<file path="src/rtl/uart_rx_sequencer.sv">
// uart_rx_sequencer: start-bit detection, mid-bit sampling and stop-bit check for
// a UART receive path. It pushes each sampled data bit into a byte deserializer
// (EN_recieve/recieve_rx), pops the finished byte (EN_get) and holds it in a
// one-entry valid/ready output register.
// Optional feature: define UART_RX_SEQ_PARITY_EN to add an even-parity bit slot
// between data bit 7 and the stop bit.
module uart_rx_sequencer #(
    parameter int CLKS_PER_BIT = 16
) (
    input  logic       CLK,
    input  logic       RST,
    input  logic       rx_line,
    output logic       deser_bit,
    output logic       deser_en,
    input  logic       deser_rdy,
    output logic       deser_get_en,
    input  logic       deser_get_rdy,
    input  logic [7:0] deser_data,
    output logic [7:0] byte_out,
    output logic       byte_valid,
    input  logic       byte_ready,
    output logic       frame_err,
    output logic       overrun_err,
    output logic       parity_err,
    output logic       busy
);

    localparam int CW = $clog2(CLKS_PER_BIT) + 1;
    localparam logic [CW-1:0] HALF_M1 = CW'(CLKS_PER_BIT / 2 - 1);
    localparam logic [CW-1:0] FULL_M1 = CW'(CLKS_PER_BIT - 1);

    typedef enum logic [2:0] {
        S_IDLE   = 3'd0,
        S_START  = 3'd1,
        S_DATA   = 3'd2,
`ifdef UART_RX_SEQ_PARITY_EN
        S_PARITY = 3'd3,
`endif
        S_STOP   = 3'd4,
        S_FETCH  = 3'd5
    } state_e;

`ifdef UART_RX_SEQ_PARITY_EN
    // Even parity: data bits plus the parity bit must contain an even number of ones.
    function automatic logic parity_mismatch(input logic acc, input logic par_bit);
        return acc ^ par_bit;
    endfunction
`endif

    logic          rx_meta_q;
    logic          rxs_q;
    state_e        state_q, state_d;
    logic [CW-1:0] cnt_q, cnt_d;
    logic [2:0]    bit_q, bit_d;
    logic          bad_q, bad_d;
    logic [7:0]    byte_q, byte_d;
    logic          valid_q, valid_d;
    logic          ferr_q, ferr_d;
    logic          oerr_q, oerr_d;
    logic          perr_q, perr_d;
    logic          push_s;
    logic          push_bit_s;
    logic          get_en_s;
`ifdef UART_RX_SEQ_PARITY_EN
    logic          par_q, par_d;
`endif

    // Two-flop synchronizer for the asynchronous serial line (idles high).
    always_ff @(posedge CLK or posedge RST) begin
        if (RST) begin
            rx_meta_q <= 1'b1;
            rxs_q     <= 1'b1;
        end else begin
            rx_meta_q <= rx_line;
            rxs_q     <= rx_meta_q;
        end
    end

    // Next-state, counters, deserializer handshake and output-register update.
    always_comb begin
        state_d    = state_q;
        cnt_d      = cnt_q + CW'(1);
        bit_d      = bit_q;
        bad_d      = bad_q;
        byte_d     = byte_q;
        ferr_d     = 1'b0;
        oerr_d     = 1'b0;
        perr_d     = 1'b0;
        push_s     = 1'b0;
        push_bit_s = 1'b0;
        get_en_s   = 1'b0;
`ifdef UART_RX_SEQ_PARITY_EN
        par_d      = par_q;
`endif
        // Consumer handshake; a write below overrides the clear.
        if (valid_q && byte_ready) begin
            valid_d = 1'b0;
        end else begin
            valid_d = valid_q;
        end

        case (state_q)
            S_IDLE: begin
                cnt_d = '0;
                bit_d = 3'd0;
                if (!rxs_q) begin
                    state_d = S_START;
                    bad_d   = 1'b0;
`ifdef UART_RX_SEQ_PARITY_EN
                    par_d   = 1'b0;
`endif
                end else begin
                    state_d = S_IDLE;
                end
            end
            S_START: begin
                if (cnt_q == HALF_M1) begin
                    cnt_d = '0;
                    // A line back high at mid start bit is a glitch, not a frame.
                    if (rxs_q) begin
                        state_d = S_IDLE;
                    end else begin
                        state_d = S_DATA;
                    end
                end else begin
                    cnt_d = cnt_q + CW'(1);
                end
            end
            S_DATA: begin
                if (cnt_q == FULL_M1) begin
                    cnt_d = '0;
                    // Push only when the deserializer can take the bit; otherwise
                    // abandon the frame and drain whatever it holds.
                    if (deser_rdy) begin
                        push_s     = 1'b1;
                        push_bit_s = rxs_q;
`ifdef UART_RX_SEQ_PARITY_EN
                        par_d      = par_q ^ rxs_q;
`endif
                        if (bit_q == 3'd7) begin
`ifdef UART_RX_SEQ_PARITY_EN
                            state_d = S_PARITY;
`else
                            state_d = S_STOP;
`endif
                        end else begin
                            bit_d = bit_q + 3'd1;
                        end
                    end else begin
                        oerr_d  = 1'b1;
                        bad_d   = 1'b1;
                        state_d = S_FETCH;
                    end
                end else begin
                    cnt_d = cnt_q + CW'(1);
                end
            end
`ifdef UART_RX_SEQ_PARITY_EN
            S_PARITY: begin
                if (cnt_q == FULL_M1) begin
                    cnt_d   = '0;
                    state_d = S_STOP;
                    if (parity_mismatch(par_q, rxs_q)) begin
                        perr_d = 1'b1;
                        bad_d  = 1'b1;
                    end else begin
                        perr_d = 1'b0;
                    end
                end else begin
                    cnt_d = cnt_q + CW'(1);
                end
            end
`endif
            S_STOP: begin
                if (cnt_q == FULL_M1) begin
                    cnt_d   = '0;
                    state_d = S_FETCH;
                    if (!rxs_q) begin
                        ferr_d = 1'b1;
                        bad_d  = 1'b1;
                    end else begin
                        ferr_d = 1'b0;
                    end
                end else begin
                    cnt_d = cnt_q + CW'(1);
                end
            end
            S_FETCH: begin
                if (deser_get_rdy) begin
                    get_en_s = 1'b1;
                    cnt_d    = '0;
                    state_d  = S_IDLE;
                    // Only a clean frame reaches the consumer; a full register that
                    // is not draining this cycle loses the new byte.
                    if (!bad_q) begin
                        if (valid_q && !byte_ready) begin
                            oerr_d = 1'b1;
                        end else begin
                            byte_d  = deser_data;
                            valid_d = 1'b1;
                        end
                    end else begin
                        byte_d = byte_q;
                    end
                end else if (cnt_q == FULL_M1) begin
                    // Partial byte never completes; give up without popping.
                    cnt_d   = '0;
                    state_d = S_IDLE;
                end else begin
                    cnt_d = cnt_q + CW'(1);
                end
            end
            default: begin
                cnt_d   = '0;
                state_d = S_IDLE;
            end
        endcase
    end

    // State, counters, output register and error pulse registers.
    always_ff @(posedge CLK or posedge RST) begin
        if (RST) begin
            state_q <= S_IDLE;
            cnt_q   <= '0;
            bit_q   <= 3'd0;
            bad_q   <= 1'b0;
            byte_q  <= 8'd0;
            valid_q <= 1'b0;
            ferr_q  <= 1'b0;
            oerr_q  <= 1'b0;
            perr_q  <= 1'b0;
`ifdef UART_RX_SEQ_PARITY_EN
            par_q   <= 1'b0;
`endif
        end else begin
            state_q <= state_d;
            cnt_q   <= cnt_d;
            bit_q   <= bit_d;
            bad_q   <= bad_d;
            byte_q  <= byte_d;
            valid_q <= valid_d;
            ferr_q  <= ferr_d;
            oerr_q  <= oerr_d;
            perr_q  <= perr_d;
`ifdef UART_RX_SEQ_PARITY_EN
            par_q   <= par_d;
`endif
        end
    end

    assign deser_en     = push_s;
    assign deser_bit    = push_bit_s;
    assign deser_get_en = get_en_s;
    assign byte_out     = byte_q;
    assign byte_valid   = valid_q;
    assign frame_err    = ferr_q;
    assign overrun_err  = oerr_q;
    assign parity_err   = perr_q;
    assign busy         = (state_q != S_IDLE);

endmodule

</file>
<file path="config.mk">
export PLATFORM = sky130hd
export DESIGN_NAME = uart_rx_sequencer
export DESIGN_NICKNAME = d
export VERILOG_FILES = /design/src/rtl/uart_rx_sequencer.sv
export SDC_FILE = /design/constraint.sdc
export NUM_CORES = 1
export LEC_CHECK = 0
export CAP_MARGIN = 30
export CORE_MARGIN = 2
export CORE_UTILIZATION = 43
export DETAILED_ROUTE_END_ITERATION = 12
export DONT_BUFFER_PORTS = 1
export HOLD_SLACK_MARGIN = 0.06
export PLACE_DENSITY = 0.63
export SLEW_MARGIN = 25
export SYNTH_ARGS = -nofsm -noshare
export SYNTH_HDL_FRONTEND = slang
export SYNTH_SLANG_ARGS = --single-unit
</file>
<file path="constraint.sdc">
create_clock -name CLK -period 2.7 [get_ports CLK]
set_input_delay 0.81 -clock CLK [delete_from_list [all_inputs] [get_ports CLK]]
set_output_delay 0.81 -clock CLK [all_outputs]
set_load 0.005 [all_outputs]
</file>
==> results of run 1 <==
## routing by layer
layer  routed length, µm  vias up
met3                 101        2
met4                  18        0
li1                    -      391
met2                1070       16
met5                   0        -
met1                 929      396
## critical path: cells and delay by family (launching register included)
kind	cells	cell delay, ns
flip-flops	1	0.39
AND/OR/NAND/NOR	3	0.72
adder cells (fa/ha/maj)	1	0.23
## kinds of logic (layout without fill, tap and decap cells)
| group | after synthesis | count (layout) | synth area share |
|---|---|---|---|
| simple gates | 36 | 36 | 0.162 |
| flops | 25 | 25 | 0.508 |
| compound gates | 20 | 20 | 0.112 |
| buf+inv | 15 | 13 | 0.0557 |
| mux | 11 | 11 | 0.0972 |
| fa+ha+maj | 4 | 4 | 0.0405 |
| xor+xnor | 3 | 3 | 0.0213 |
| other cells | 1 | 1 | 0.00303 |
## placed cells by master (no fill, tap or decap), types with 2 or more instances in the layout
cell and n:
nor2_1 11, o21a_1 2, o22ai_1 2, nand3_1 2
dfrtp_1 23, inv_1 8, mux2_1 8, or3_1 2
o21ai_0 4, clkbuf_4 3, a21oi_1 4, a31oi_1 2
nand2b_1 5, dfstp_2 2, xnor2_1 2, ha_1 4
nand2_1 5, mux2i_1 3
## final cells by class
class | instances | share of cell area
Timing Repair Buffer | 1 | 0.00589
Clock inverter | 1 | 0.00687
Inverter | 8 | 0.0236
Multi-Input combinational cell | 75 | 0.423
Sequential cell | 25 | 0.493
Clock buffer | 3 | 0.0177
Tap cell | 31 | 0.0304
## flip-flops by register name, summed over array words and instances (netlist names)
name,count
byte_out,8
cnt_q,5
bit_q,3
state_q,3
bad_q,1
byte_valid,1
frame_err,1
overrun_err,1
rx_meta_q,1
rxs_q,1
## through the flow
stage / utilization / setup WS [ns] / cell area (µm²) / hold WS [ns]
after floorplan: - / 0.737 / 1240 / 0.345
after global placement: 0.455 / 0.606 / 1240 / 0.348
after detailed placement: 0.455 / 0.574 / 1240 / 0.348
after CTS: 0.466 / 0.207 / 1270 / 0.368
after global routing: 0.466 / 0.0623 / 1270 / 0.370
final: 0.466 / 0.240 / 1270 / 0.367
## power breakdown
group | switching (mW) | internal, mW | leakage [nW] | total (mW)
clock | 0.114 | 0.0602 | 0.0183 | 0.175
combinational | 0.0895 | 0.0630 | 0.279 | 0.153
sequential | 0.0464 | 0.408 | 0.335 | 0.454
total | 0.250 | 0.531 | 0.633 | 0.781
## worst max path at each step
stage                        from          end  slack [ns]  cells after the start
floorplan                cnt_q[0]    deser_bit        0.74                      4
global placement    deser_get_rdy  byte_out[2]        0.61                      4
detailed placement  deser_get_rdy  byte_out[3]        0.57                      4
CTS                      cnt_q[0]    deser_bit        0.21                      4
global route             cnt_q[0]    deser_bit        0.06                      4
finish                   cnt_q[0]    deser_bit        0.24                      4
==> results.sh, run 1 <==
export IMPL_critPathMaxStageDelay_ns=0.39
export IMPL_use_met2=0.226
export IMPL_grt_util_met3=0.0335
export IMPL_area_growth_pct=3.14
export IMPL_hold_class="register to register"
export IMPL_vdd_drop_max_mv=0.385
export IMPL_fin_skew_ns=0.00460
export IMPL_dp_cells=140
export IMPL_cts_sinks=25
export IMPL_setup_viol=0
export IMPL_hpwl_um=1640
export IMPL_synth_fp_nets=133
export IMPL_cts_made_buffers=3
export IMPL_rsz0062_at_grt="false"
export IMPL_fp_dieH_um=57.6
export IMPL_p_per_area_nw_per_um2=613
export IMPL_grt_max_degree=26
export IMPL_end_kind="output pin"
export IMPL_die_area_um2=3320
export IMPL_ant_nets=0
export IMPL_start_util=0.452
export IMPL_clkTransAtPathRegs_ns=0.14
export IMPL_cp_arrival_ns=1.65
export IMPL_reg2reg_slack_ns=0.75
export IMPL_cts_max_level=1
export IMPL_die_width_um=57.6
export IMPL_synth_area_leaders="dfrtp_1, mux2_1, dfstp_2, ha_1, nor2_1"
export IMPL_yosys_warnings=0
export IMPL_boundaryPins=30
export IMPL_fill_cells=250
export IMPL_hold_violations=0
export IMPL_port_buffers=0
export IMPL_finalNonFillerCells=144
export IMPL_drt_wl_total_um=2120
export IMPL_antennaDiodeCount=0
export IMPL_drc=0
export IMPL_insertion_delay_ns=0.32
export IMPL_cts_setup_buffers=0
export IMPL_grt_pass1_wl_um=3580
export IMPL_first_pass_iters=4
export IMPL_yosysSeqAreaShare=0.508
export IMPL_synth_top_area_share=0.466
export IMPL_async_flop_share=1.00
export IMPL_nNetsFinal=132
export IMPL_core_area_um2=2730
export IMPL_cts_resized=0
export IMPL_synth_area_um2=1240
export IMPL_multi_input_area_um2=539
export IMPL_drt_initial_drc_count=17
export IMPL_setup_total_negative_slack_ns=0
export IMPL_ys_seq_elements=25
export IMPL_antenna_found_initial=0
export IMPL_max_clock_freq_mhz=407
export IMPL_cts_hold_buf=0
export IMPL_worstPathMaxFanout=4
export IMPL_rows=19
export IMPL_drive_gt1_frac=0.106
export IMPL_synth_commonest_cells="dfrtp_1, nor2_1, inv_1, mux2_1"
export IMPL_postSynthCellCount=115
export IMPL_crit_required_ns=1.89
export IMPL_clock_path_buffers=2
export IMPL_grtUsageTotal=0.141
export IMPL_overflow=0
export IMPL_avgSynthCellArea_um2=10.7
export IMPL_r2r_start="state_q[2]"
export IMPL_grt_pass1_vias=764
export IMPL_drt_wirelength_per_cell_um=14.7
export IMPL_min_path_cells=0
export IMPL_top_usage_layer="met2"
export IMPL_r2r_end="byte_out[7]"
export IMPL_met1_usage=0.175
export IMPL_power_leakage_nw=0.633
export IMPL_synth_cell_types=39
export IMPL_synth_most_common_cell="dfrtp_1"
export IMPL_max_cap_viol_count=0
export IMPL_ys_flop_type="dfrtp_1"
export IMPL_critPathSlowestCell="dfrtp_1"
export IMPL_synth_edf_count=0
export IMPL_critPathKind="register to output pin"
export IMPL_avgViaCountPerCell=5.59
export IMPL_holdPathEnd="rxs_q"
export IMPL_hold_start="rx_meta_q"
export IMPL_min_period_ns=2.46
export IMPL_clock_root_buffer="clkbuf_4"
export IMPL_start_kind="register"
export IMPL_rr_worst_depth=4
export IMPL_vias=805
export IMPL_gp_congestion=0.842
export IMPL_worstPathCellList="ha_1, nand4b_1, nor3_2, and3_1"
export IMPL_regArea_um2=628
export IMPL_period_share=0.911
export IMPL_power_uw=781
export IMPL_slew_violations=0
export IMPL_status="completed"
export IMPL_cts_tree="yes"
export IMPL_synth_top_area_cell="dfrtp_1"
No activity file was read; power rests on OpenSTA's default activity.
==> run 2, diff against run 1 <==
Settings changed: PLACE_DENSITY 0.63 to 0.65.
Clock period 2.7 ns to 2.2 ns, I/O delays scaled along.
==> results.sh, run 2 (synthesis results as in run 1) <==
export IMPL_status="completed"
export IMPL_placed_area_um2=1270
export IMPL_crit_family="simple AND/OR/NAND/NOR gates"
export IMPL_die_area_um2=3320
export IMPL_boundaryPins=30
export IMPL_whs_ns=0.254
export IMPL_setup_viol=0
export IMPL_m1WireLength_um=958
export IMPL_rows=19
export IMPL_vias=851
export IMPL_core_area_um2=2730
export IMPL_cts_hold_buf=0
export IMPL_grtUsageTotal=0.153
export IMPL_crit_cells=4
export IMPL_port_buffers=0
export IMPL_drt_wl_total_um=2220
export IMPL_clock_root_buffer="clkbuf_4"
export IMPL_period_share=0.987
export IMPL_start_util=0.452
export IMPL_insertion_delay_ns=0.32
export IMPL_antenna_found_initial=0
export IMPL_clkTransAtPathRegs_ns=0.13
export IMPL_p_per_area_nw_per_um2=753
export IMPL_critPathKind="register to output pin"
export IMPL_crit_required_ns=1.54
export IMPL_first_pass_iters=4
export IMPL_slew_violations=0
export IMPL_start_kind="register"
export IMPL_vdd_drop_max_mv=0.463
export IMPL_cp_arrival_ns=1.51
export IMPL_rsz0062_at_grt="true"
export IMPL_end_kind="output pin"
export IMPL_drc=0
export IMPL_mostFrequentLayoutCell="dfrtp_1"
export IMPL_drt_wirelength_per_cell_um=14.8
export IMPL_largest_register_ffs=8
export IMPL_drive_gt1_frac=0.168
export IMPL_cts_sinks=25
export IMPL_drt_initial_drc_count=31
export IMPL_avgViaCountPerCell=5.67
export IMPL_max_cap_viol_count=0
export IMPL_cts_max_level=1
export IMPL_route_met2_wl_um=1110
export IMPL_fin_skew_ns=0.0101
export IMPL_min_period_ns=2.17
export IMPL_hold_violations=0
export IMPL_critPathSlowestCell="dfrtp_1"
export IMPL_hpwl_um=1610
export IMPL_power_leakage_nw=0.656
export IMPL_path_buf_inv=0
export IMPL_overflow=0
export IMPL_critPathMaxStageDelay_ns=0.42
export IMPL_setup_total_negative_slack_ns=0
export IMPL_area_growth_pct=7.59
export IMPL_die_width_um=57.6
export IMPL_rr_worst_depth=4
export IMPL_fin_area_um2=1330
export IMPL_final_cell_mix="dfrtp_1, nor2_1, inv_1, mux2_1, buf_4"
export IMPL_final_util=0.486
export IMPL_max_clock_freq_mhz=461
export IMPL_nNetsFinal=138
export IMPL_worstPathMaxFanout=4
export IMPL_grt_max_degree=26
export IMPL_cts_made_buffers=3
export IMPL_ant_nets=0
export IMPL_worstPathCellList="ha_4, nand4b_1, nor3_2, and3_1"
export IMPL_grt_pass1_wl_um=3860
export IMPL_antennaDiodeCount=0
export IMPL_gp_congestion=0.892
export IMPL_hold_class="primary input to asynchronous set/reset pin"
export IMPL_grt_pass1_vias=840
export IMPL_cts_tree="yes"
export IMPL_wl_met3_um=112
export IMPL_fill_cells=235
export IMPL_fp_dieH_um=57.6
export IMPL_clock_path_buffers=2
export IMPL_top_layer="met4"
-- run 2: final timing paths --
| path | startpoint | slack, ns | to |
|---|---|---|---|
| worst min-delay path | RST | 0.25 | bit_q[2] |
| worst max register to register | state_q[0] | 0.38 | byte_out[2] |
| max in group asynchronous | RST | 1.65 | rx_meta_q |
| worst min register to register | rx_meta_q | 0.36 | rxs_q |
| min in group CLK | rx_line | 0.33 | rx_meta_q |
| worst max-delay path | cnt_q[1] | 0.03 | deser_bit |
-- run 2: routing by layer --
layer  global-route usage  vias up
met5                    0        -
met4               0.0831        0
met3               0.0357        4
met2                0.240       25
met1                0.196      421
li1                     -      401
-- run 2: metrics by stage --
stage          setup WS (ns)  std cells  power [mW]
2_1_floorplan          0.387        115       0.723
3_3_place_gp           0.287        143       0.746
3_5_place_dp           0.239        143       0.753
4_1_cts              0.00177        147       0.956
5_1_grt              -0.0609        150        1.08
6_report              0.0294        150        1.00
-- run 2: cell type report --
cell class	instances	area, µm²	area share
Sequential cell	25	631	0.474
Multi-Input combinational cell	75	552	0.415
Timing Repair Buffer	7	52.6	0.0395
Tap cell	31	38.8	0.0292
Inverter	8	30.0	0.0226
Clock buffer	4	26.3	0.0198
-- run 2: worst register-to-register path: cells and delay by family, from the launching register on --
family           cells  cell delay (ns)
and+or+nand+nor      3             0.85
DFF                  1             0.49
muxes                1             0.37
-- run 2: what timing repair did --
action,4_1_cts,5_1_grt
resized for setup,1,3
buffers inserted,0,3
endpoints found under the setup margin,2,2
pin swaps,1,3
-- run 2: power by group --
| group | internal (mW) | switching, mW | total (mW) |
|---|---|---|---|
| clock network | 0.0709 | 0.129 | 0.200 |
| registers | 0.503 | 0.0640 | 0.567 |
| logic | 0.116 | 0.118 | 0.234 |
| total | 0.690 | 0.311 | 1.00 |
==> run 3, diff against run 2 <==
Settings changed: CORE_MARGIN 2 to 5, CORE_UTILIZATION 43 to 55, PLACE_DENSITY 0.65 to 0.8.
==> results.sh, run 3 (synthesis results as in run 1) <==
export IMPL_cts_max_level=1
export IMPL_rows=17
export IMPL_area_growth_pct=9.62
export IMPL_largest_register_ffs=8
export IMPL_use_met2=0.292
export IMPL_fin_skew_ns=0.0145
export IMPL_mostFrequentLayoutCell="dfrtp_1"
export IMPL_critPathKind="register to output pin"
export IMPL_worstPathMaxFanout=4
export IMPL_fp_dieH_um=57.4
export IMPL_vias=872
export IMPL_clockPowerShare=0.192
export IMPL_cts_sinks=25
export IMPL_boundaryPins=30
export IMPL_drc=0
export IMPL_final_cell_mix="dfrtp_1, nor2_1, buf_4"
export IMPL_power_leakage_nw=0.665
export IMPL_hpwl_um=1820
export IMPL_hold_violations=0
export IMPL_end_kind="output pin"
export IMPL_top_usage_layer="met2"
export IMPL_pwr_share_seq=0.535
export IMPL_p_int_uw=707
export IMPL_rsz0062_at_grt="true"
export IMPL_p_switching_uw=318
export IMPL_grt_pass1_vias=890
export IMPL_crit_required_ns=1.54
export IMPL_overflow=0
export IMPL_status="completed"
export IMPL_drive_gt1_frac=0.198
export IMPL_drt_wirelength_per_cell_um=16.8
export IMPL_max_clock_freq_mhz=465
export IMPL_p_per_area_nw_per_um2=757
export IMPL_grtUsageTotal=0.164
export IMPL_power_frac_comb=0.273
export IMPL_fin_area_um2=1360
export IMPL_power_mw=1.03
export IMPL_slew_violations=0
export IMPL_vdd_drop_max_mv=0.716
export IMPL_switching_share=0.310
export IMPL_start_util=0.570
export IMPL_hold_class="primary input to asynchronous set/reset pin"
export IMPL_cp_arrival_ns=1.49
export IMPL_grt_pass1_wl_um=4220
export IMPL_finalNonFillerCells=149
export IMPL_clock_path_buffers=2
export IMPL_first_pass_iters=4
export IMPL_drt_initial_drc_count=24
export IMPL_cts_made_buffers=3
export IMPL_met1_usage=0.192
export IMPL_cts_tree="yes"
export IMPL_min_period_ns=2.15
export IMPL_placed_area_um2=1250
export IMPL_port_buffers=0
export IMPL_die_width_um=57.4
export IMPL_max_cap_viol_count=0
export IMPL_core_area_um2=2170
export IMPL_place_ws_ns=0.158
export IMPL_avgViaCountPerCell=5.85
export IMPL_period_share=0.978
export IMPL_setup_viol=0
export IMPL_die_area_um2=3300
export IMPL_drt_wl_total_um=2500
export IMPL_rr_worst_depth=5
export IMPL_layout_setup_ws_ns=0.0477
export IMPL_antennaDiodeCount=0
export IMPL_grt_max_degree=26
export IMPL_clock_root_buffer="clkbuf_4"
export IMPL_antenna_found_initial=0
export IMPL_grt_util_met3=0.0588
export IMPL_cts_hold_buf=0
export IMPL_insertion_delay_ns=0.31
export IMPL_ant_nets=0
export IMPL_dp_cells=139
export IMPL_start_kind="register"
export IMPL_gp_congestion=0.910
export IMPL_nNetsFinal=140
export IMPL_clkTransAtPathRegs_ns=0.13
[run 3: worst max-delay path, stage by stage (launching register included)]
cell	delay, ns
dfrtp_1	0.41
ha_4	0.15
nand4b_1	0.19
nor3_4	0.23
and3_4	0.22
[run 3: per-stage QoR]
stage | hold slack, ns | utilization | TNS [ns]
after floorplan | 0.345 | - | 0
after global placement | 0.349 | 0.578 | 0
after detailed placement | 0.347 | 0.578 | 0
after CTS | 0.268 | 0.614 | 0
after global routing | 0.284 | 0.625 | -0.0502
final | 0.263 | 0.625 | 0
[run 3: path summary, 6_finish.rpt]
kind	slack, ns	end	startpoint
max	0.05	deser_bit	cnt_q[0]
min	0.26	state_q[1]	RST
max reg2reg	0.31	byte_out[7]	state_q[0]
min reg2reg	0.36	rxs_q	rx_meta_q
max in group asynchronous	1.64	rxs_q	RST
min in group CLK	0.34	rx_meta_q	rx_line
[run 3: what timing repair did]
action	in CTS	in global routing
resized for setup	5	2
setup buffers	4	2
pin swaps	1	0
endpoints found under the hold margin	0	0
setup endpoints to repair	2	2
[run 3: power groups by stage]
stage          clock network (mW)  logic [mW]  registers, mW
6_report                    0.197       0.280          0.549
2_1_floorplan                   0       0.192          0.531
3_5_place_dp                    0       0.203          0.568
5_1_grt                     0.227       0.314          0.553
3_3_place_gp                    0       0.196          0.564
4_1_cts                     0.203       0.263          0.548
[run 3: area by class of cell]
class	instances	area [µm²]
Clock buffer	4	26.3
Fill cell	188	815
Inverter	8	30.0
Multi-Input combinational cell	75	566
Sequential cell	25	631
Tap cell	28	35.0
Timing Repair Buffer	9	67.6
[run 3: layer usage]
metal,vias to the layer above,routed length [µm]
li1,405,-
met1,434,1010
met2,31,1300
met3,2,168
met4,0,17
met5,-,0
